<file path="config.mk">
export PLATFORM = sky130hd
export DESIGN_NAME = decrypt_sequencer
export DESIGN_NICKNAME = d
export VERILOG_FILES = /design/src/rtl/decrypt_sequencer.sv
export SDC_FILE = /design/constraint.sdc
export NUM_CORES = 1
export LEC_CHECK = 0
export CORE_MARGIN = 2
export CORE_UTILIZATION = 25
export CTS_BUF_LIST = sky130_fd_sc_hd__clkbuf_2 sky130_fd_sc_hd__clkbuf_4 sky130_fd_sc_hd__clkbuf_8
export CTS_CLUSTER_SIZE = 14
export DETAILED_ROUTE_END_ITERATION = 8
export SETUP_SLACK_MARGIN = 0.4
export SYNTH_ARGS = -nofsm -noshare
export SYNTH_HDL_FRONTEND = slang
export SYNTH_SLANG_ARGS = --single-unit
</file>
<file path="constraint.sdc">
create_clock -name clk -period 3.64 [get_ports clk]
set_clock_uncertainty 0.2 [all_clocks]
set_input_delay 0.728 -clock clk [delete_from_list [all_inputs] [get_ports clk]]
set_output_delay 0.728 -clock clk [all_outputs]
set_load 0.02 [all_outputs]
</file>
<file path="src/rtl/decrypt_sequencer.sv">
`timescale 1ns/1ps
// decrypt_sequencer
//   Control FSM for the LFSR decryption datapath. It owns the single dat_mem
//   port and the LFSR bank controls. The datapath does the XOR and compare
//   work; this block only sequences it.
//   Phases, in order: seed capture, tap trial, keystream decode, pad-count
//   scan, pad strip.
//
// Ports
//   clk        rising-edge clock
//   init_n     async active-low reset
//   start      begin a sequence; only sampled in IDLE/DONE/FAIL
//   data_out   dat_mem combinational read data for the current raddr
//   match      per-trial LFSR state == data_out[5:0]^6'h1f, this cycle
//   raddr      dat_mem read address
//   waddr      dat_mem write address
//   write_en   dat_mem write strobe
//   wsel       write mux: 0=data_out^ks, 1=data_out, 2=PAD_CHAR
//   lfsr_load  load all trial LFSRs from data_out
//   final_load load the final LFSR with taps[tap_sel] and the seed
//   lfsr_en    advance the trial and final LFSRs one step
//   tap_sel    chosen tap index
//   km         number of leading PAD_CHAR bytes found by the scan
//   busy       high in every state except IDLE, DONE and FAIL
//   done       high in DONE or FAIL
//   err        high in FAIL (no candidate tap survived)
module decrypt_sequencer #(
  parameter int unsigned MSG_LEN  = 64,
  parameter int unsigned CT_BASE  = 64,
  parameter int unsigned PRE_LEN  = 7,
  parameter int unsigned NUM_TAPS = 6,
  parameter logic [7:0]  PAD_CHAR = 8'h5f
) (
  input  logic                clk,
  input  logic                init_n,
  input  logic                start,
  input  logic [7:0]          data_out,
  input  logic [NUM_TAPS-1:0] match,
  output logic [7:0]          raddr,
  output logic [7:0]          waddr,
  output logic                write_en,
  output logic [1:0]          wsel,
  output logic                lfsr_load,
  output logic                final_load,
  output logic                lfsr_en,
  output logic [2:0]          tap_sel,
  output logic [5:0]          km,
  output logic                busy,
  output logic                done,
  output logic                err
);

  localparam logic [7:0] CT_BASE_B  = 8'(CT_BASE);
  localparam logic [7:0] LAST_TRIAL = 8'(PRE_LEN - 1);
  localparam logic [7:0] LAST_BYTE  = 8'(MSG_LEN - 1);
  localparam logic [5:0] KM_MAX     = 6'(MSG_LEN - 1);
  localparam logic [8:0] MSG_LEN_W  = 9'(MSG_LEN);

  typedef enum logic [3:0] {
    S_IDLE, S_SEED, S_TRIAL, S_CHECK, S_LOAD,
    S_DECODE, S_SCAN, S_STRIP, S_DONE, S_FAIL
  } state_e;

  state_e              state_q, state_d;
  logic [7:0]          i_q, i_d;
  logic [NUM_TAPS-1:0] alive_q, alive_d;
  logic [2:0]          tap_q, tap_d;
  logic [5:0]          km_q, km_d;
  logic                padrun_q, padrun_d;
  logic [2:0]          low_idx;
  logic [8:0]          strip_src;

  always_ff @(posedge clk or negedge init_n) begin
    if (!init_n) begin
      state_q  <= S_IDLE;
      i_q      <= '0;
      alive_q  <= '1;
      tap_q    <= '0;
      km_q     <= '0;
      padrun_q <= 1'b0;
    end else begin
      state_q  <= state_d;
      i_q      <= i_d;
      alive_q  <= alive_d;
      tap_q    <= tap_d;
      km_q     <= km_d;
      padrun_q <= padrun_d;
    end
  end

  // Scan from the top down so the lowest surviving index is left last.
  always_comb begin
    low_idx = '0;
    for (int unsigned t = NUM_TAPS; t > 0; t--) begin
      if (alive_q[t-1]) low_idx = 3'(t - 1);
    end
  end

  assign strip_src = {1'b0, i_q} + {3'b000, km_q};

  always_comb begin
    state_d    = state_q;
    i_d        = i_q;
    alive_d    = alive_q;
    tap_d      = tap_q;
    km_d       = km_q;
    padrun_d   = padrun_q;
    raddr      = '0;
    waddr      = '0;
    write_en   = 1'b0;
    wsel       = 2'd0;
    lfsr_load  = 1'b0;
    final_load = 1'b0;
    lfsr_en    = 1'b0;
    busy       = 1'b0;
    done       = 1'b0;
    err        = 1'b0;

    case (state_q)
      S_IDLE: begin
        if (start) state_d = S_SEED;
      end
      S_SEED: begin
        busy      = 1'b1;
        raddr     = CT_BASE_B;
        lfsr_load = 1'b1;
        alive_d   = '1;
        i_d       = 8'd1;
        state_d   = S_TRIAL;
      end
      S_TRIAL: begin
        busy    = 1'b1;
        raddr   = CT_BASE_B + i_q;
        lfsr_en = 1'b1;
        alive_d = alive_q & match;
        i_d     = i_q + 8'd1;
        if (i_q == LAST_TRIAL) state_d = S_CHECK;
      end
      S_CHECK: begin
        busy = 1'b1;
        if (alive_q == '0) begin
          state_d = S_FAIL;
        end else begin
          tap_d   = low_idx;
          state_d = S_LOAD;
        end
      end
      S_LOAD: begin
        busy       = 1'b1;
        raddr      = CT_BASE_B;
        final_load = 1'b1;
        i_d        = '0;
        state_d    = S_DECODE;
      end
      S_DECODE: begin
        busy     = 1'b1;
        raddr    = CT_BASE_B + i_q;
        waddr    = i_q;
        write_en = 1'b1;
        wsel     = 2'd0;
        lfsr_en  = 1'b1;
        i_d      = i_q + 8'd1;
        if (i_q == LAST_BYTE) begin
          i_d      = '0;
          km_d     = '0;
          padrun_d = 1'b1;
          state_d  = S_SCAN;
        end
      end
      S_SCAN: begin
        busy  = 1'b1;
        raddr = i_q;
        // Count only the unbroken run of pads at the front; saturate so an
        // all-pad message still leaves one byte of source in the strip.
        if (padrun_q) begin
          if (data_out == PAD_CHAR) begin
            if (km_q != KM_MAX) km_d = km_q + 6'd1;
          end else begin
            padrun_d = 1'b0;
          end
        end
        i_d = i_q + 8'd1;
        if (i_q == LAST_BYTE) begin
          i_d     = '0;
          state_d = S_STRIP;
        end
      end
      S_STRIP: begin
        busy     = 1'b1;
        waddr    = i_q;
        write_en = 1'b1;
        if (strip_src < MSG_LEN_W) begin
          raddr = strip_src[7:0];
          wsel  = 2'd1;
        end else begin
          raddr = '0;
          wsel  = 2'd2;
        end
        i_d = i_q + 8'd1;
        if (i_q == LAST_BYTE) begin
          i_d     = '0;
          state_d = S_DONE;
        end
      end
      S_DONE: begin
        done = 1'b1;
        if (start) state_d = S_SEED;
      end
      S_FAIL: begin
        done = 1'b1;
        err  = 1'b1;
        if (start) state_d = S_SEED;
      end
      default: state_d = S_IDLE;
    endcase
  end

  assign tap_sel = tap_q;
  assign km      = km_q;

endmodule

</file>
==> results of run 1 <==
-- routing by layer --
| metal | wire length, um | vias up | global-route usage, % |
|---|---|---|---|
| met3 | 226 | 2 | 2.349 |
| met2 | 2992 | 51 | 23.08 |
| met5 | 0 | - | 0 |
| met4 | 22 | 0 | 2.857 |
| li1 | - | 1023 | - |
| met1 | 2813 | 979 | 18.00 |
-- cell usage after synthesis (2+ instances only) --
| cell | instances |
|---|---|
| a2111oi_0 | 2 |
| a21o_1 | 8 |
| a21oi_1 | 13 |
| a22o_1 | 8 |
| and2_1 | 5 |
| and3_1 | 7 |
| buf_2 | 6 |
| buf_4 | 2 |
| clkbuf_1 | 2 |
| dfrtp_1 | 22 |
| dfstp_2 | 6 |
| ha_1 | 11 |
| inv_1 | 8 |
| inv_2 | 2 |
| nand2_1 | 14 |
| nand2b_1 | 3 |
| nand3_1 | 7 |
| nor2_1 | 31 |
| nor2b_1 | 4 |
| nor3_1 | 12 |
| nor3b_1 | 7 |
| o211a_1 | 3 |
| o21ai_0 | 2 |
| o21ai_1 | 10 |
| o22a_1 | 6 |
| o22ai_1 | 2 |
| o31ai_1 | 3 |
| or2_2 | 2 |
| or3_1 | 2 |
| xnor2_1 | 5 |
-- flip-flops by register name (all words and copies together) (netlist names) --
name and flops:
alive_q 6, tap_sel 3, km 6, state_q 4, i_q 8, padrun_q 1
-- layout by cell type, fill, tap and decap left out, types with 6 or more instances in the layout --
| master | count |
|---|---|
| ha_1 | 7 |
| buf_6 | 9 |
| clkdlybuf4s50_1 | 42 |
| inv_1 | 7 |
| a21o_1 | 8 |
| o22a_1 | 6 |
| nand3_1 | 7 |
| and3_1 | 7 |
| o21ai_1 | 9 |
| nor3_1 | 12 |
| nand2_1 | 14 |
| a22o_1 | 8 |
| dfstp_2 | 6 |
| nor3b_1 | 7 |
| nor2_1 | 30 |
| dfrtp_1 | 19 |
| a21oi_1 | 12 |
| buf_4 | 25 |
-- final cells by class --
type	count	area, um2	share of cell area [%]
multi-input combinational	191	1426	46.44
sequential	28	711.9	23.18
timing repair buffer	76	709.4	23.10
tap	105	131.4	4.277
clock buffer	4	55.05	1.792
inverter	10	37.54	1.222
-- how the worst max path moves through the flow --
stage            from        to  slack (ns)  depth (start not counted)
2_1_floorplan   km[0]  raddr[0]        0.34                          8
3_3_place_gp    km[0]  raddr[1]        0.07                          9
3_5_place_dp    km[0]  raddr[0]       0.007                          9
4_1_cts         km[0]  raddr[0]        0.26                         10
5_1_grt        i_q[0]  raddr[5]        0.19                         11
6_report        km[0]   wsel[1]        0.27                          9
-- through the flow --
| stage | instance area (um2) | setup slack (ns) | instances | util (%) | hold slack [ns] |
|---|---|---|---|---|---|
| 6_report | 3072 | 0.2741 | 414 | 37.57 | 0.3022 |
| 5_1_grt | 3072 | 0.1928 | 414 | 37.57 | 0.3515 |
| 4_1_cts | 2980 | 0.2647 | 412 | 36.46 | 0.3200 |
| 3_5_place_dp | 2874 | 0.007335 | 405 | 35.15 | 0.2958 |
| 3_3_place_gp | 2874 | 0.06620 | 405 | 35.15 | 0.2657 |
| 2_1_floorplan | 2137 | 0.3356 | 239 | - | 0.2324 |
-- report_power, final --
group / switching [mW] / internal [mW]
sequential: 0 / 0.311
clock: 0.106 / 0.0971
combinational: 0.00931 / 0.0167
total: 0.115 / 0.425
-- worst min-delay path: stages, from the launching register on --
cell	delay, ns
dfrtp_1	0.36
nand2_1	0.05
o31ai_1	0.06
-- cell families (layout without fill, tap and decap cells) --
kind of cell	after synthesis	in the layout	synth area share (%)
flops	28	28	33.63
buf+inv	20	90	4.278
compound gates	67	67	23.95
simple gates	104	104	27.15
fa+ha+maj	12	12	7.487
xor+xnor	6	6	2.496
mux	2	2	1.010
-- what timing repair did --
action                                  in CTS  in global routing
buffers inserted                             3                  2
endpoints found under the setup margin       8                  9
resized for setup                           51                 14
pin swaps                                   11                 10
==> impl_metrics.tcl, run 1 <==
set metrics [dict create \
    netlist_area_mm2 0.002106 \
    first_iter_violations 68 \
    worstPathCellList "ha_4 > inv_2 > fa_2 > nor2b_2 > o311a_1 > o211a_1 > a2111oi_4 > a21oi_2 > buf_4" \
    holdCritPathClass "reg -> reg" \
    drtAntennaViolNets 0 \
    vdd_drop_max_v 0.0001636 \
    start_kind "flop" \
    r2r_start "i_q[0]" \
    regToRegSetupSlack_ns 1.21 \
    io_pins 51 \
    cap_violations 0 \
    grt_pass1_wl_um 9791 \
    rsz0062_at_grt "yes" \
    port_buffers 50 \
    outcome "finished clean" \
    cellPowerDensity_mw_per_mm2 176.0 \
    hpwlAfterDp_um 4526 \
    final_net_count 339 \
    path_delay_family "compound AO/OA/AOI/OAI gates" \
    cts_tree "yes" \
    yosys.area.top_type_share_pct 26.14 \
    final_max_slew_viol_count 0 \
    setup_viol 0 \
    clk_pin_slew_ns 0.11 \
    die_w_um 95.78 \
    hp-start "tap_sel[0]" \
    ys_seq_elements 28 \
    ys_types 54 \
    htree_levels 1 \
    synth_cells 239 \
    via_per_inst 4.964 \
    clock_path_buffers 2 \
    synth_edf_count 0 \
    critPathRequiredTime_ns 2.71 \
    max_freq_mhz 297.1 \
    p_leak_nw 1.349 \
    wl_per_cell_um 14.62 \
    final_hold_viol_count 0 \
    cpMaxStageDelayCell "dfrtp_2" \
    drt_pre_antenna_iters 4 \
    synth_async_sr_flop_share_pct 100.0 \
    row_count 33 \
    regToRegEndpoint "i_q[7]" \
    post-synth-top-area-cell "dfrtp_1" \
    worstPathArrival_ns 2.44 \
    final.min_clock_period_ns 3.366 \
    avgSynthCellArea_um2 8.811 \
    min_to "tap_sel[0]" \
    coreArea_mm2 0.008175 \
    overflow 0 \
    reg2reg_depth 7 \
    post-route-period-util_pct 92.47 \
    power_mw 0.5405 \
    worst-setup-path-type "reg -> out" \
    die_y_um 95.78 \
    grtUsageTotal_pct 13.54 \
    ys.flop_type "dfrtp_1" \
    first_global_vias 2022 \
    fill_cells 851 \
    antennaDiodeCount 0 \
    cts.sinks 28 \
    clock_tree.root_cell "clkbuf_8" \
    vias 2055 \
    post-route-drc-count 0 \
    slew_headroom_pct 54.11 \
    grt_max_degree 29 \
    cp-end-kind "output pin" \
    synthTopCellsByArea "dfrtp_1 (26%), dfstp_2 (7.5%), ha_1 (6.5%)" \
    holdPathStages 2 \
    path_max_fanout 2 \
    start_util_pct 25.76 \
    synth_fp_nets 268 \
    cts_made_buffers 3 \
    areaGrowthSynthToFinish_pct 45.87 \
    gp_congestion 0.7847 \
    antenna_found_initial 0 \
    clkLatencyLatePin_ns 0.28 \
    critical_path_buf_inv_count 2 \
    max_stage_delay_ns 0.44 \
    drive_gt1_share_pct 23.30 \
    wl_um 6054 \
    die_area_mm2 0.009173 \
    setup_tns_ns 0 \
    cts_hold_buf 0 \
    tightest_slew_ns 0.6868 \
    seq_area_frac_synth_pct 33.63 \
    yosys_warnings 0 \
]
Note: power is estimated with default switching activity, not from simulation.
==> run 2: changes to the inputs <==
--- a/config.mk
+++ b/config.mk
@@ -5,11 +5,13 @@
 export SDC_FILE = /design/constraint.sdc
 export NUM_CORES = 1
 export LEC_CHECK = 0
+export CORE_ASPECT_RATIO = 0.6
 export CORE_MARGIN = 2
-export CORE_UTILIZATION = 25
+export CORE_UTILIZATION = 52
 export CTS_BUF_LIST = sky130_fd_sc_hd__clkbuf_2 sky130_fd_sc_hd__clkbuf_4 sky130_fd_sc_hd__clkbuf_8
 export CTS_CLUSTER_SIZE = 14
 export DETAILED_ROUTE_END_ITERATION = 8
+export PLACE_DENSITY = 0.85
 export SETUP_SLACK_MARGIN = 0.4
 export SYNTH_ARGS = -nofsm -noshare
 export SYNTH_HDL_FRONTEND = slang
==> run 2 against run 1 <==
Compared with the run above: global-route usage increased by 16 points; register-to-register slack got worse by 0.08 ns; sequential cell count unchanged; highest routed layer unchanged; combinational power about the same; via count increased by 10%; count of clock-buffer cells in the layout decreased by 1; worst setup slack got worse by 0.089 ns; maximum frequency decreased by 2.6%; power increased by 9.7%.
==> impl_metrics.tcl, run 2 (synthesis results as in run 1) <==
set metrics [dict create \
    port_buffers 50 \
    die_y_um 53.29 \
    drive_gt1_share_pct 24.10 \
    p_int_mw 0.4755 \
    cpMaxStageDelayCell "dfrtp_2" \
    overflow 0 \
    max_freq_mhz 289.4 \
    cts.sinks 28 \
    drtAntennaViolNets 0 \
    min_to "tap_sel[0]" \
    holdPathStages 2 \
    clock_path_buffers 2 \
    netSwitchingFraction_pct 19.84 \
    combPwrFrac_pct 4.4 \
    grt_pass1_wl_um 10190 \
    rsz0062_at_grt "yes" \
    start_util_pct 55.93 \
    coreArea_mm2 0.003765 \
    io_pins 51 \
    p_sw_mw 0.1177 \
    fill_cells 244 \
    start_kind "flop" \
    stdcell_area_mm2 0.002983 \
    clk_pin_slew_ns 0.10 \
    post-route-period-util_pct 94.92 \
    areaGrowthSynthToFinish_pct 41.65 \
    path_delay_family "compound AO/OA/AOI/OAI gates" \
    r2r_start "state_q[0]" \
    outcome "finished clean" \
    die_area_mm2 0.004591 \
    slew_headroom_pct 62.51 \
    reg2reg_depth 6 \
    antenna_found_initial 0 \
    cts_hold_buf 0 \
    final_net_count 337 \
    antennaDiodeCount 0 \
    setup_viol 0 \
    regMostFlops "i_q" \
    largest_reg_flops 8 \
    vdd_drop_max_v 0.0001128 \
    place_area_mm2 0.002786 \
    cap_violations 0 \
    grtUsageTotal_pct 29.71 \
    die_w_um 86.16 \
    p_seq_share_pct 52.5 \
    clock_tree.root_cell "clkbuf_8" \
    setup_tns_ns 0 \
    regArea_um2 714.4 \
    critical_path_buf_inv_count 3 \
    worstPathCellList "ha_4 > inv_2 > fa_2 > nor2b_2 > o311a_1 > o211a_4 > nor4_4 > buf_6 > a22o_1 > buf_6" \
    p_leak_nw 1.344 \
    final.min_clock_period_ns 3.455 \
    final_common_cell "clkdlybuf4s50_1" \
    worst-setup-path-type "reg -> out" \
    dp_cells 345 \
    row_count 17 \
    cts_made_buffers 3 \
    final_max_slew_viol_count 0 \
    layoutNonFillerInstCount 354 \
    max_stage_delay_ns 0.43 \
    first_iter_violations 279 \
    htree_levels 1 \
    post-route-drc-count 0 \
    cts_tree "yes" \
    multi_input_area_mm2 0.001409 \
    first_global_vias 1961 \
    layout_common_cells "clkdlybuf4s50_1 (42), nor2_1 (30), buf_4 (22)" \
    regToRegEndpoint "state_q[0]" \
    hpwlAfterDp_um 4790 \
    critPathRequiredTime_ns 2.71 \
    regToRegSetupSlack_ns 1.13 \
    wl_per_cell_um 19.04 \
    tightest_slew_ns 0.5603 \
    cpMostUsedCell "buf_6" \
    gp_congestion 0.9883 \
    clkLatencyLatePin_ns 0.29 \
    clkPwrFrac_pct 43.1 \
    cellPowerDensity_mw_per_mm2 198.9 \
    drt_pre_antenna_iters 6 \
    worstPathArrival_ns 2.53 \
    grt_max_degree 29 \
    final_hold_viol_count 0 \
    holdCritPathClass "reg -> reg" \
    path_max_fanout 7 \
    hp-start "tap_sel[0]" \
    vias 2261 \
    wl_um 6741 \
    cp-end-kind "output pin" \
    via_per_inst 6.387 \
]
==> run 2: cell types whose count changed in the layout (fill, tap and decap cells not counted), sizes merged <==
| cell | delta |
|---|---|
| buf | -2 |
| bufinv | +1 |
| clkbuf | -1 |
==> run 2: routing by layer <==
| layer | wire (um) | GRT usage (%) |
|---|---|---|
| met1 | 2962 | 43.32 |
| met2 | 2873 | 45.35 |
| met3 | 758 | 6.396 |
| met4 | 146 | 5.556 |
| met5 | 0 | 0 |
==> run 2: how the worst max path moves through the flow <==
stage | depth (start not counted) | start | slack, ns | end
final | 10 | km[0] | 0.18 | raddr[1]
after global routing | 10 | km[0] | 0.12 | raddr[2]
after CTS | 11 | i_q[0] | 0.15 | raddr[0]
after detailed placement | 10 | km[0] | 0.02 | raddr[0]
after global placement | 10 | km[0] | 0.11 | raddr[0]
after floorplan | 8 | km[0] | 0.34 | raddr[0]
==> run 2: tightest hold or removal path: stages (launching register included) <==
cell and delay, ns:
dfrtp_1 0.36, nand2_1 0.05, o31ai_1 0.05
==> run 2: power groups by stage <==
stage / clock [mW] / combinational [mW] / sequential (mW)
finish: 0.256 / 0.0261 / 0.311
global route: 0.269 / 0.0284 / 0.311
CTS: 0.259 / 0.0267 / 0.311
detailed placement: 0 / 0.0266 / 0.317
global placement: 0 / 0.0260 / 0.317
floorplan: 0 / 0.00198 / 0.317
==> run 2: cell type report <==
cell class	count	share of cell area, %
Tap cell	47	1.971
Sequential cell	28	23.95
Clock buffer	3	1.384
Clock inverter	1	1.007
Multi-Input combinational cell	191	47.23
Timing Repair Buffer	74	23.20
Inverter	10	1.258
==> run 2: timing repair <==
| item | in CTS | in global routing |
|---|---|---|
| endpoints found under the setup margin | 8 | 9 |
| resized for setup | 52 | 14 |
| buffers inserted | 4 | 1 |
| pin swaps | 9 | 9 |
==> run 2: through the flow <==
| step | hold slack [ns] | power (mW) | util [%] | worst slack, ns |
|---|---|---|---|---|
| 4_1_cts | 0.2929 | 0.5972 | 77.40 | 0.1495 |
| 6_report | 0.2905 | 0.5932 | 79.23 | 0.1848 |
| 5_1_grt | 0.3253 | 0.6083 | 79.23 | 0.1236 |
| 3_5_place_dp | 0.2698 | 0.3436 | 74.01 | 0.02074 |
| 3_3_place_gp | 0.2712 | 0.3430 | 74.01 | 0.1066 |
| 2_1_floorplan | 0.2324 | 0.3191 | - | 0.3356 |
==> variant (config.mk and constraints of run 1) <==
The 10 states of `state_e` get a Gray code encoding in 4 bits.
--- a/src/rtl/decrypt_sequencer.sv
+++ b/src/rtl/decrypt_sequencer.sv
@@ -57,8 +57,8 @@
   localparam logic [8:0] MSG_LEN_W  = 9'(MSG_LEN);
 
   typedef enum logic [3:0] {
-    S_IDLE, S_SEED, S_TRIAL, S_CHECK, S_LOAD,
-    S_DECODE, S_SCAN, S_STRIP, S_DONE, S_FAIL
+    S_IDLE = 4'b0000, S_SEED = 4'b0001, S_TRIAL = 4'b0011, S_CHECK = 4'b0010, S_LOAD = 4'b0110,
+    S_DECODE = 4'b0111, S_SCAN = 4'b0101, S_STRIP = 4'b0100, S_DONE = 4'b1100, S_FAIL = 4'b1101
   } state_e;
 
   state_e              state_q, state_d;
Formal check against the unedited RTL: no difference found for any inputs over 10 cycles, from zero or initial values; not proved beyond that.
==> variant against run 1 <==
Register-to-register slack gained 0.21 ns; sequential cell count is the same; die area grew 1.3%; maximum frequency shrank 4.8%; synthesized area grew 1.3%; wire length grew 1.7%; cell count grew 4.3%; setup slack lost 0.17 ns; final area grew 0.45%; largest cell class unchanged.
Power is left out: it rests on default switching activity, and per cell area and clock period it moved more than threefold.
==> variant: results (changes against run 1) <==
first-pass GRT wire length=10300 um (+5.3%); Seq area share=0.230 (-0.00144); Reg-to-Reg End=km[2]; synth unique cells=56 (+3.7%); Met2 Wirelength=2920 um (-2.6%); number of global-route vias before repair=2118 (+4.7%); r2r worst-path depth=8 (+1); Final clock-cell share=0.0158 (-0.00211); number of fill cells=864 (+1.5%); Avg WL per Cell=14.3 um (-2.5%); synth cell count leaders=nand2_1 (25), nor2_1 (25), dfrtp_1 (22), o21ai_0 (21), a21oi_1 (14); asr flop ratio synth=1.00 (unchanged); Total Wirelength=6160 um (+1.7%); area of the multi-input gates=1400 um2 (-1.8%); synth top area cells=dfrtp_1 (26%), dfstp_2 (7.4%), ha_1 (6.5%); M2 GR Usage=0.244 (+0.0129); NonClk Buf Share=0.249 (+0.0176); num sequential=28 (unchanged); mux contribution to synthesized area=0.00469 (-0.00541); largest net degree at the start of global routing=20 (-31%); Total Routing Usage GR=0.143 (+0.00780); Non-clock buffers=84 (+11%); Tap Cells=105 (unchanged); dpl hpwl=4750 um (+5.0%); met3 GRT Util=0.0318 (+0.00832); Post-Synth XOR/XNOR Area=0.0328 (+0.00789); Largest register FFs=8 (unchanged); met3 WL=321 um (+42%); Critical R2R Launch=i_q[6]; worst stage delay on the critical path=0.44 ns (about the same); Mean Syn Cell Area=8.47 um2 (-3.9%); Synth Area in Compound Gates=0.217 (-0.0224); Post-Synth Adder-Cell Area=0.0739 (-0.000966); WL met1=2860 um (+1.7%); nets@finish=357 (+5.3%); placed cell area=2950 um2 (+2.7%); flop2flop setup slack=1.42 ns (+0.21 ns); multi-input combinational area share=0.454 (-0.0102); met1 global-route usage=0.183 (+0.00264); Reg with most FFs=i_q; Final Wtd Congestion=0.824 (+5.0%); multi-input gates=204 (+6.8%); inverters=7 (-3); placed insts=423 (+4.4%); post-synthesis sequential area ratio=0.332 (-0.00434); layout cells sized above 1=0.239 (+0.00552); Worst-Margin Slew=0.609 ns (-0.0779 ns); Via density=4.89 (-1.4%); status=completed
==> variant: how the worst max path moves through the flow <==
stage | slack [ns] | startpoint | depth (start not counted) | to
floorplan | 0.41 | km[0] | 8 | raddr[5]
global placement | -0.07 | km[0] | 9 | raddr[1]
detailed placement | -0.19 | km[0] | 9 | raddr[5]
CTS | 0.12 | i_q[0] | 9 | raddr[5]
global route | 0.07 | i_q[0] | 9 | raddr[5]
finish | 0.11 | km[0] | 9 | raddr[5]
==> variant: stage by stage <==
step	TNS [ns]	setup WS (ns)	hold slack, ns
after floorplan	0	0.409	0.232
after global placement	-0.413	-0.0718	0.265
after detailed placement	-1.18	-0.193	0.270
after CTS	0	0.121	0.293
after global routing	0	0.0689	0.311
final	0	0.105	0.283
==> variant: timing repair <==
item / CTS / global route
resized for setup: 54 / 4
setup buffers: 4 / 1
setup endpoints to repair: 9 / 15
pin swaps: 6 / 3
